==> src/rtl/uart_tx_pkg.sv <==
// Shared definitions for the UART transmit path: FSM states and the
// line-source select codes consumed by the downstream TX output mux.
package uart_tx_pkg;

   typedef enum logic [2:0] {
      IDLE   = 3'd0,
      START  = 3'd1,
      DATA   = 3'd2,
      PARITY = 3'd3,
      STOP   = 3'd4
   } tx_state_e;

   localparam logic [1:0] MUX_START = 2'b00;  // line driven low
   localparam logic [1:0] MUX_STOP  = 2'b01;  // line driven high (also idle)
   localparam logic [1:0] MUX_DATA  = 2'b10;
   localparam logic [1:0] MUX_PAR   = 2'b11;

endpackage

==> src/rtl/uart_tx_parity.sv <==
// Combinational parity of the payload: XOR for even, XNOR for odd.
module uart_tx_parity #(
   parameter int DATA_WIDTH = 8
) (
   input  logic [DATA_WIDTH-1:0] data,
   input  logic                  odd,
   output logic                  par
);

   assign par = (^data) ^ odd;

endmodule

==> src/rtl/uart_tx_ctrl.sv <==
// UART transmit controller: frames a captured payload as start, data (LSB
// first), optional parity and stop bits, steering the external line mux.
module uart_tx_ctrl
   import uart_tx_pkg::*;
#(
   parameter int DATA_WIDTH = 8
) (
   input  logic                  clk,
   input  logic                  rst,
   input  logic [DATA_WIDTH-1:0] p_data,
   input  logic                  data_valid,
   input  logic                  par_en,
   input  logic                  par_typ,
   output logic [1:0]            mux_sel,
   output logic                  ser_data,
   output logic                  par_bit,
   output logic                  busy
);

   localparam int CNT_W = $clog2(DATA_WIDTH);
   localparam logic [CNT_W-1:0] LAST_BIT = CNT_W'(DATA_WIDTH - 1);

   tx_state_e             state, state_nxt;
   logic [DATA_WIDTH-1:0] shreg;
   logic [CNT_W-1:0]      cnt;
   logic                  par_q;
   logic                  par_en_q;
   logic                  par_calc;
   logic                  capture;

   uart_tx_parity #(.DATA_WIDTH(DATA_WIDTH)) u_parity (
      .data (p_data),
      .odd  (par_typ),
      .par  (par_calc)
   );

   assign capture = (state == IDLE) && data_valid;

   always_ff @(posedge clk or posedge rst) begin
      if (rst) state <= IDLE;
      else     state <= state_nxt;
   end

   always_comb begin
      state_nxt = state;
      mux_sel   = MUX_STOP;
      busy      = 1'b1;
      case (state)
         IDLE: begin
            busy = 1'b0;
            if (data_valid) state_nxt = START;
         end
         START: begin
            mux_sel   = MUX_START;
            state_nxt = DATA;
         end
         DATA: begin
            mux_sel = MUX_DATA;
            if (cnt == LAST_BIT) state_nxt = par_en_q ? PARITY : STOP;
         end
         PARITY: begin
            mux_sel   = MUX_PAR;
            state_nxt = STOP;
         end
         STOP:    state_nxt = IDLE;
         default: begin
            busy      = 1'b0;
            state_nxt = IDLE;
         end
      endcase
   end

   // Payload, parity and par_en are frozen at capture; inputs are ignored mid-frame.
   always_ff @(posedge clk or posedge rst) begin
      if (rst) begin
         shreg    <= '0;
         cnt      <= '0;
         par_q    <= 1'b0;
         par_en_q <= 1'b0;
      end else begin
         if (capture) begin
            shreg    <= p_data;
            par_q    <= par_calc;
            par_en_q <= par_en;
         end else if (state == DATA) begin
            shreg <= shreg >> 1;
         end
         if (state != DATA)       cnt <= '0;
         else if (cnt != LAST_BIT) cnt <= cnt + CNT_W'(1);
      end
   end

   assign ser_data = shreg[0];
   assign par_bit  = par_q;

endmodule
==> config.mk <==
export PLATFORM = sky130hd
export DESIGN_NAME = uart_tx_ctrl
export DESIGN_NICKNAME = d
export VERILOG_FILES = /design/src/rtl/uart_tx_pkg.sv /design/src/rtl/uart_tx_parity.sv /design/src/rtl/uart_tx_ctrl.sv
export SDC_FILE = /design/constraint.sdc
export NUM_CORES = 1
export LEC_CHECK = 0
export CORE_UTILIZATION = 53
export DETAILED_ROUTE_END_ITERATION = 10
export PLACE_DENSITY = 0.87
export SYNTH_ARGS = -nofsm -noshare
export SYNTH_HDL_FRONTEND = slang
export SYNTH_HIERARCHICAL = 1
export SYNTH_SLANG_ARGS = --single-unit
==> constraint.sdc <==
create_clock -name clk -period 2.3 [get_ports clk]
set_input_delay 0.46 -clock clk [delete_from_list [all_inputs] [get_ports clk]]
set_output_delay 0.46 -clock clk [all_outputs]
set_load 0.03 [all_outputs]
==> impl_metrics.py, run 1 <==
metrics = {
    "cells_and_area": {
        "syn_to_final_growth_pct": 23.6,
        "antenna_cells": 0,
        "mostFrequentLayoutCell": "clkdlybuf4s50_1",
        "final_cell_mix": "clkdlybuf4s50_1 (16), dfrtp_1 (14), a22o_1 (7), a21o_1 (7), nor2_1 (6)",
        "nets": 107,
        "nFillCells": 119,
        "final_util_pct": 71.3,
        "drive_gt1_share_pct": 15.4,
    },
    "worst_setup_path": {
        "reg2reg_depth": 3,
        "r2r_start": "state[2]",
        "r2r_end": "shreg[2]",
        "crit_required_ns": 1.84,
        "r2r_slack_ns": 0.63,
        "arrival_ns": 1.73,
        "critPathCaptureType": "output port",
        "critPathMaxFanout": 8,
        "startpoint_type": "flip-flop",
        "crit_type": "reg2out",
    },
    "power_and_ir_drop": {
        "p_leak_nw": 0.521,
        "clkPwrFrac_pct": 13.7,
        "power_density_nw_per_um2": 1280,
        "ir_worst_vdd_v": 0.000680,
        "p_comb_share_pct": 48.7,
        "seqPwrFrac_pct": 37.7,
        "p_sw_w": 0.000533,
        "intPower_w": 0.000857,
        "p_sw_share_pct": 38.3,
    },
    "die": {
        "io-pin-count": 18,
        "die_y_um": 42.7,
        "rows": 14,
        "die_w_um": 42.7,
        "design.core.area_um2": 1520,
        "start_util_pct": 57.6,
        "dieArea_um2": 1820,
    },
    "run": {
        "cap_violations": 0,
    },
    "worst_hold_path": {
        "hold_class": "reg2reg",
        "hold_depth": 1,
        "hold_end": "shreg[4]",
        "min_from": "shreg[4]",
    },
    "detailed_routing": {
        "routed_wirelength_mm": 1.60,
        "routed_via_density": 5.52,
        "firstDrtPassIters": 3,
        "detail_route.drc_violations": 0,
        "drt-initial-drc-count": 11,
        "wl_per_cell_um": 14.9,
        "antenna_left": 0,
        "via_count": 591,
    },
    "synthesis": {
        "syn-cell-area_um2": 878,
        "synth.net_count": 89,
        "yosysTopAreaCell": "dfrtp_1",
        "ys_ff_latch": 16,
        "synthArstFlopShare_pct": 100,
        "synth_edf_count": 0,
        "ys.flop_type": "dfrtp_1",
        "yosysSeqAreaShare_pct": 45.6,
        "synth.top_cell.area_share_pct": 45.6,
        "yosysUniqueCellTypes": 27,
        "avgSynthCellArea_um2": 11.9,
        "synthTopCellsByArea": "dfrtp_1 (46%), a22o_1 (7.0%), a21o_1 (6.0%)",
        "syn_inst": 74,
        "yosysWarnings": 6,
    },
    "cts": {
        "cts_max_level": 1,
        "clk_pin_slew_worst_paths_ns": 0.10,
        "cts_tree": "yes",
        "cts-root-buf": "clkbuf_4",
        "cts_sinks": 16,
        "ctsLongestPathBuffers": 2,
        "cts_made_buffers": 3,
        "ctsHoldBuffers": 0,
        "clk_latency_ns": 0.29,
    },
    "timing": {
        "rsz0062_at_grt": "false",
        "tightestPinTransition_ns": 0.593,
        "post-route-period-util_pct": 95.4,
        "finalMaxSlewViolations": 0,
        "setup_viol": 0,
        "max_freq_ghz": 0.456,
        "finalHoldViolCount": 0,
        "fin_tns_setup_ns": 0,
        "post-route-min-period_ns": 2.19,
        "fin_skew_ns": 0.00132,
        "slew_headroom_pct": 60.4,
    },
    "global_routing": {
        "grt-ovfl-total": 0,
        "grt_pass1_wl_mm": 2.74,
        "use_met1_pct": 28.5,
        "grt_use_met3_pct": 5.11,
        "groute.layer.met2.usage_pct": 31.5,
        "grt.total_usage_pct": 21.7,
        "grt_max_degree": 17,
        "antenna_found_initial": 0,
        "grt_pass1_vias": 605,
        "gr-max-usage-layer": "met2",
    },
    "run_status": {
        "outcome": "finished clean",
    },
    "placed_design": {
        "place.gp.congestion": 0.719,
        "dpl.hpwl_mm": 1.19,
        "port_buffers": 17,
    },
}
-- stage by stage --
step / worst slack (ns) / area (um2) / total power, W / instances / hold WS [ns]
6_report: 0.107 / 1090 / 0.00139 / 107 / 0.486
5_1_grt: 0.00751 / 1090 / 0.00148 / 107 / 0.508
4_1_cts: 0.000493 / 1080 / 0.00140 / 107 / 0.488
3_5_place_dp: 0.272 / 1040 / 0.00121 / 103 / 0.466
3_3_place_gp: 0.316 / 1040 / 0.00118 / 103 / 0.459
2_1_floorplan: 0.743 / 878 / 0.00101 / 74 / 0.374
-- power by group through the flow --
stage	registers [W]	clock network (W)	logic, W
6_report	0.000523	0.000190	0.000677
3_3_place_gp	0.000516	0	0.000662
3_5_place_dp	0.000526	0	0.000681
4_1_cts	0.000522	0.000194	0.000685
2_1_floorplan	0.000489	0	0.000525
5_1_grt	0.000541	0.000206	0.000734
-- cell families after synthesis --
group / Yosys count / share of synthesized area, %
xor gates and xnor gates: 9 / 11.4
AOI/OAI and AO/OA: 18 / 15.7
muxes: 6 / 7.83
DFF: 16 / 45.6
adders and majority gates: 2 / 2.85
buffers and inverters: 8 / 4.84
and+or+nand+nor: 15 / 11.8
-- Yosys cell counts, types with 2 or more instances --
cell and instances:
a21o_1 7, a22o_1 7, buf_4 3, dfrtp_1 16
ha_1 2, inv_1 3, mux2_2 3, mux2i_1 2
nand2_1 2, nor2_1 6, nor2b_1 2, xnor2_1 5
xor2_1 2
-- per-layer routing --
metal  share of wire [%]  wire length (um)  up-vias
li1                    -                 -      292
met1                  46               743      285
met2                  49               776       10
met3                 2.4                39        4
met4                 2.4                39        0
met5                   0                 0        -
-- how the worst max path moves through the flow --
stage                             to      start  depth (start not counted)
final                           busy   state[2]                          2
after detailed placement     par_bit  p_data[4]                          5
after CTS                 mux_sel[0]   state[1]                          3
after global routing            busy   state[1]                          3
after global placement       par_bit  p_data[4]                          5
after floorplan                 busy   state[0]                          3
-- registers in the layout, summed over array words and instances (netlist names) --
name      cells
cnt           3
par_bit       1
par_en_q      1
shreg         8
state         3
-- final cells by class --
type | instances | area [um2] | share of cell area [%]
Inverter | 3 | 11.3 | 1.04
Multi-Input combinational cell | 50 | 435 | 40.1
Timing Repair Buffer | 18 | 180 | 16.6
Sequential cell | 16 | 403 | 37.1
Tap cell | 16 | 20.0 | 1.84
Clock buffer | 4 | 36.3 | 3.34
-- critical path: stages (launching register included) --
cell	delay, ns
dfrtp_1	0.60
xnor2_1	0.16
clkdlybuf4s50_1	0.68
-- what timing repair did --
item	4_1_cts	5_1_grt
endpoints found under the setup margin	1	3
setup buffers	0	0
gates resized for setup	1	2
Power figures use the tool's default switching activity.
==> inputs of run 2 (changes only) <==
GPL_TIMING_DRIVEN = 0   (was default)
==> run 2 against run 1 <==
  * Global-route usage decreased by 3.6 points
  * Largest power group unchanged
  * Final cell count grew 3.7%
  * Sequential power shrank 12%
  * Critical path type unchanged
  * Clock power fell by 4%
  * Worst hold slack got worse by 0.0017 ns
  * Combinational power up 11%
==> impl_metrics.py, run 2 (synthesis results as in run 1) <==
metrics = {
    "run_status": {
        "outcome": "finished clean",
    },
    "global_routing": {
        "grt.total_usage_pct": 18.1,
        "grt_max_degree": 17,
        "grt-ovfl-total": 0,
        "antenna_found_initial": 0,
        "grt_pass1_vias": 555,
        "grt_pass1_wl_mm": 2.36,
    },
    "timing": {
        "fin_tns_setup_ns": 0,
        "whs_ns": 0.484,
        "finalHoldViolCount": 0,
        "fin_skew_ns": 0.00516,
        "slew_headroom_pct": 59.9,
        "tightestPinTransition_ns": 0.600,
        "post-route-min-period_ns": 2.09,
        "rsz0062_at_grt": "false",
        "setup_viol": 0,
        "post-route-period-util_pct": 90.7,
        "finalMaxSlewViolations": 0,
        "max_freq_ghz": 0.479,
        "fin_ws_ns": 0.214,
    },
    "die": {
        "rows": 14,
        "dieArea_um2": 1820,
        "start_util_pct": 57.6,
        "die_y_um": 42.7,
        "design.core.area_um2": 1520,
        "die_w_um": 42.7,
        "io-pin-count": 18,
    },
    "cts": {
        "cts_max_level": 1,
        "clk_latency_ns": 0.28,
        "cts-root-buf": "clkbuf_4",
        "cts_made_buffers": 3,
        "cts_tree": "yes",
        "cts_sinks": 16,
        "clk_pin_slew_worst_paths_ns": 0.09,
        "ctsLongestPathBuffers": 2,
    },
    "detailed_routing": {
        "wl_met1_um": 671,
        "detail_route.drc_violations": 0,
        "top_layer": "met4",
        "wl_per_cell_um": 13.5,
        "routed_wirelength_mm": 1.50,
        "antenna_left": 0,
        "drt-initial-drc-count": 6,
        "met2_length_um": 735,
        "firstDrtPassIters": 4,
        "via_count": 602,
        "routed_via_density": 5.42,
        "wl_met3_um": 79,
    },
    "cells_and_area": {
        "syn_to_final_growth_pct": 26.4,
        "largest_reg_flops": 8,
        "reg_top3": "shreg: 8 flops, cnt: 3 flops, state: 3 flops",
        "antenna_cells": 0,
        "mostFrequentLayoutCell": "dfrtp_1",
        "drive_gt1_share_pct": 15.8,
        "nets": 111,
        "final_cell_mix": "dfrtp_1 (16), clkdlybuf4s50_1 (15), a22o_1 (7), a21o_1 (7), nor2_1 (6)",
        "nFillCells": 116,
        "top_register": "shreg",
    },
    "worst_setup_path": {
        "critPathCaptureType": "output port",
        "worst-path-buf-inv": 2,
        "cp_slowest_cell": "clkdlybuf4s50_1",
        "critPathMaxFanout": 8,
        "critPathMaxStageDelay_ns": 0.68,
        "crit_required_ns": 1.84,
        "startpoint_type": "flip-flop",
        "path_delay_family": "buffers and inverters",
        "arrival_ns": 1.63,
        "crit_type": "reg2out",
        "crit_chain": "buf_4 -> nor2b_1 -> clkdlybuf4s50_1",
    },
    "run": {
        "cap_violations": 0,
    },
    "placed_design": {
        "dpl.hpwl_mm": 1.11,
        "place.gp.congestion": 0.718,
        "port_buffers": 17,
        "pre_cts_slack_ns": 0.269,
    },
    "worst_hold_path": {
        "hold_class": "reg2reg",
    },
    "power_and_ir_drop": {
        "p_leak_nw": 0.549,
        "p_total_w": 0.00139,
        "power_density_nw_per_um2": 1260,
        "ir_worst_vdd_v": 0.000871,
    },
}
[run 2: cell types whose count changed in the layout (fill, tap and decap cells not counted), sizes merged]
cell | previous run | this run
buf | 1 | 3
clkbuf | 4 | 6
clkdlybuf4s50 | 16 | 15
dlymetal6s2s | 1 | 2
[run 2: path summary, 6_finish.rpt]
kind	end	cells past startpoint	slack (ns)	startpoint
setup / recovery	mux_sel[1]	3	0.21	state[2]
hold / removal	shreg[3]	1	0.48	shreg[3]
setup reg to reg	shreg[2]	4	0.64	state[0]
hold reg to reg	shreg[3]	1	0.48	shreg[3]
max in group asynchronous	state[2]	2	1.36	rst
min in group asynchronous	shreg[1]	2	0.54	rst
[run 2: area by class of cell]
cell class	instances	area (um2)	share of cell area [%]
multi-input combinational	50	435	39.2
sequential	16	400	36.1
timing repair buffer	17	175	15.8
clock buffer	4	36.3	3.27
buffer	5	31.3	2.82
tap	16	20.0	1.80
inverter	3	11.3	1.01
[run 2: power breakdown]
group | internal (W) | switching (W) | leakage (nW)
Sequential | 0.000401 | 0.0000599 | 0.203
Clock | 0.0000963 | 0.0000858 | 0.0210
Combinational | 0.000375 | 0.000376 | 0.325
[run 2: metrics by stage]
step	instances	utilization [%]	instance area, um2
2_1_floorplan	74	-	878
3_3_place_gp	107	70.1	1070
3_5_place_dp	107	70.1	1070
4_1_cts	111	72.5	1100
5_1_grt	111	72.8	1110
6_report	111	72.8	1110
[run 2: what timing repair did]
item | CTS | global route
hold buffers | 0 | 0
setup buffers | 0 | 0
setup endpoints to repair | 0 | 2
resized for setup | 0 | 2
[run 2: metal layers]
layer / vias to the layer above / GRT usage (%)
met1: 284 / 22.4
met4: 0 / 5.63
met2: 14 / 28.8
met5: - / 0
li1: 302 / -
met3: 2 / 7.66
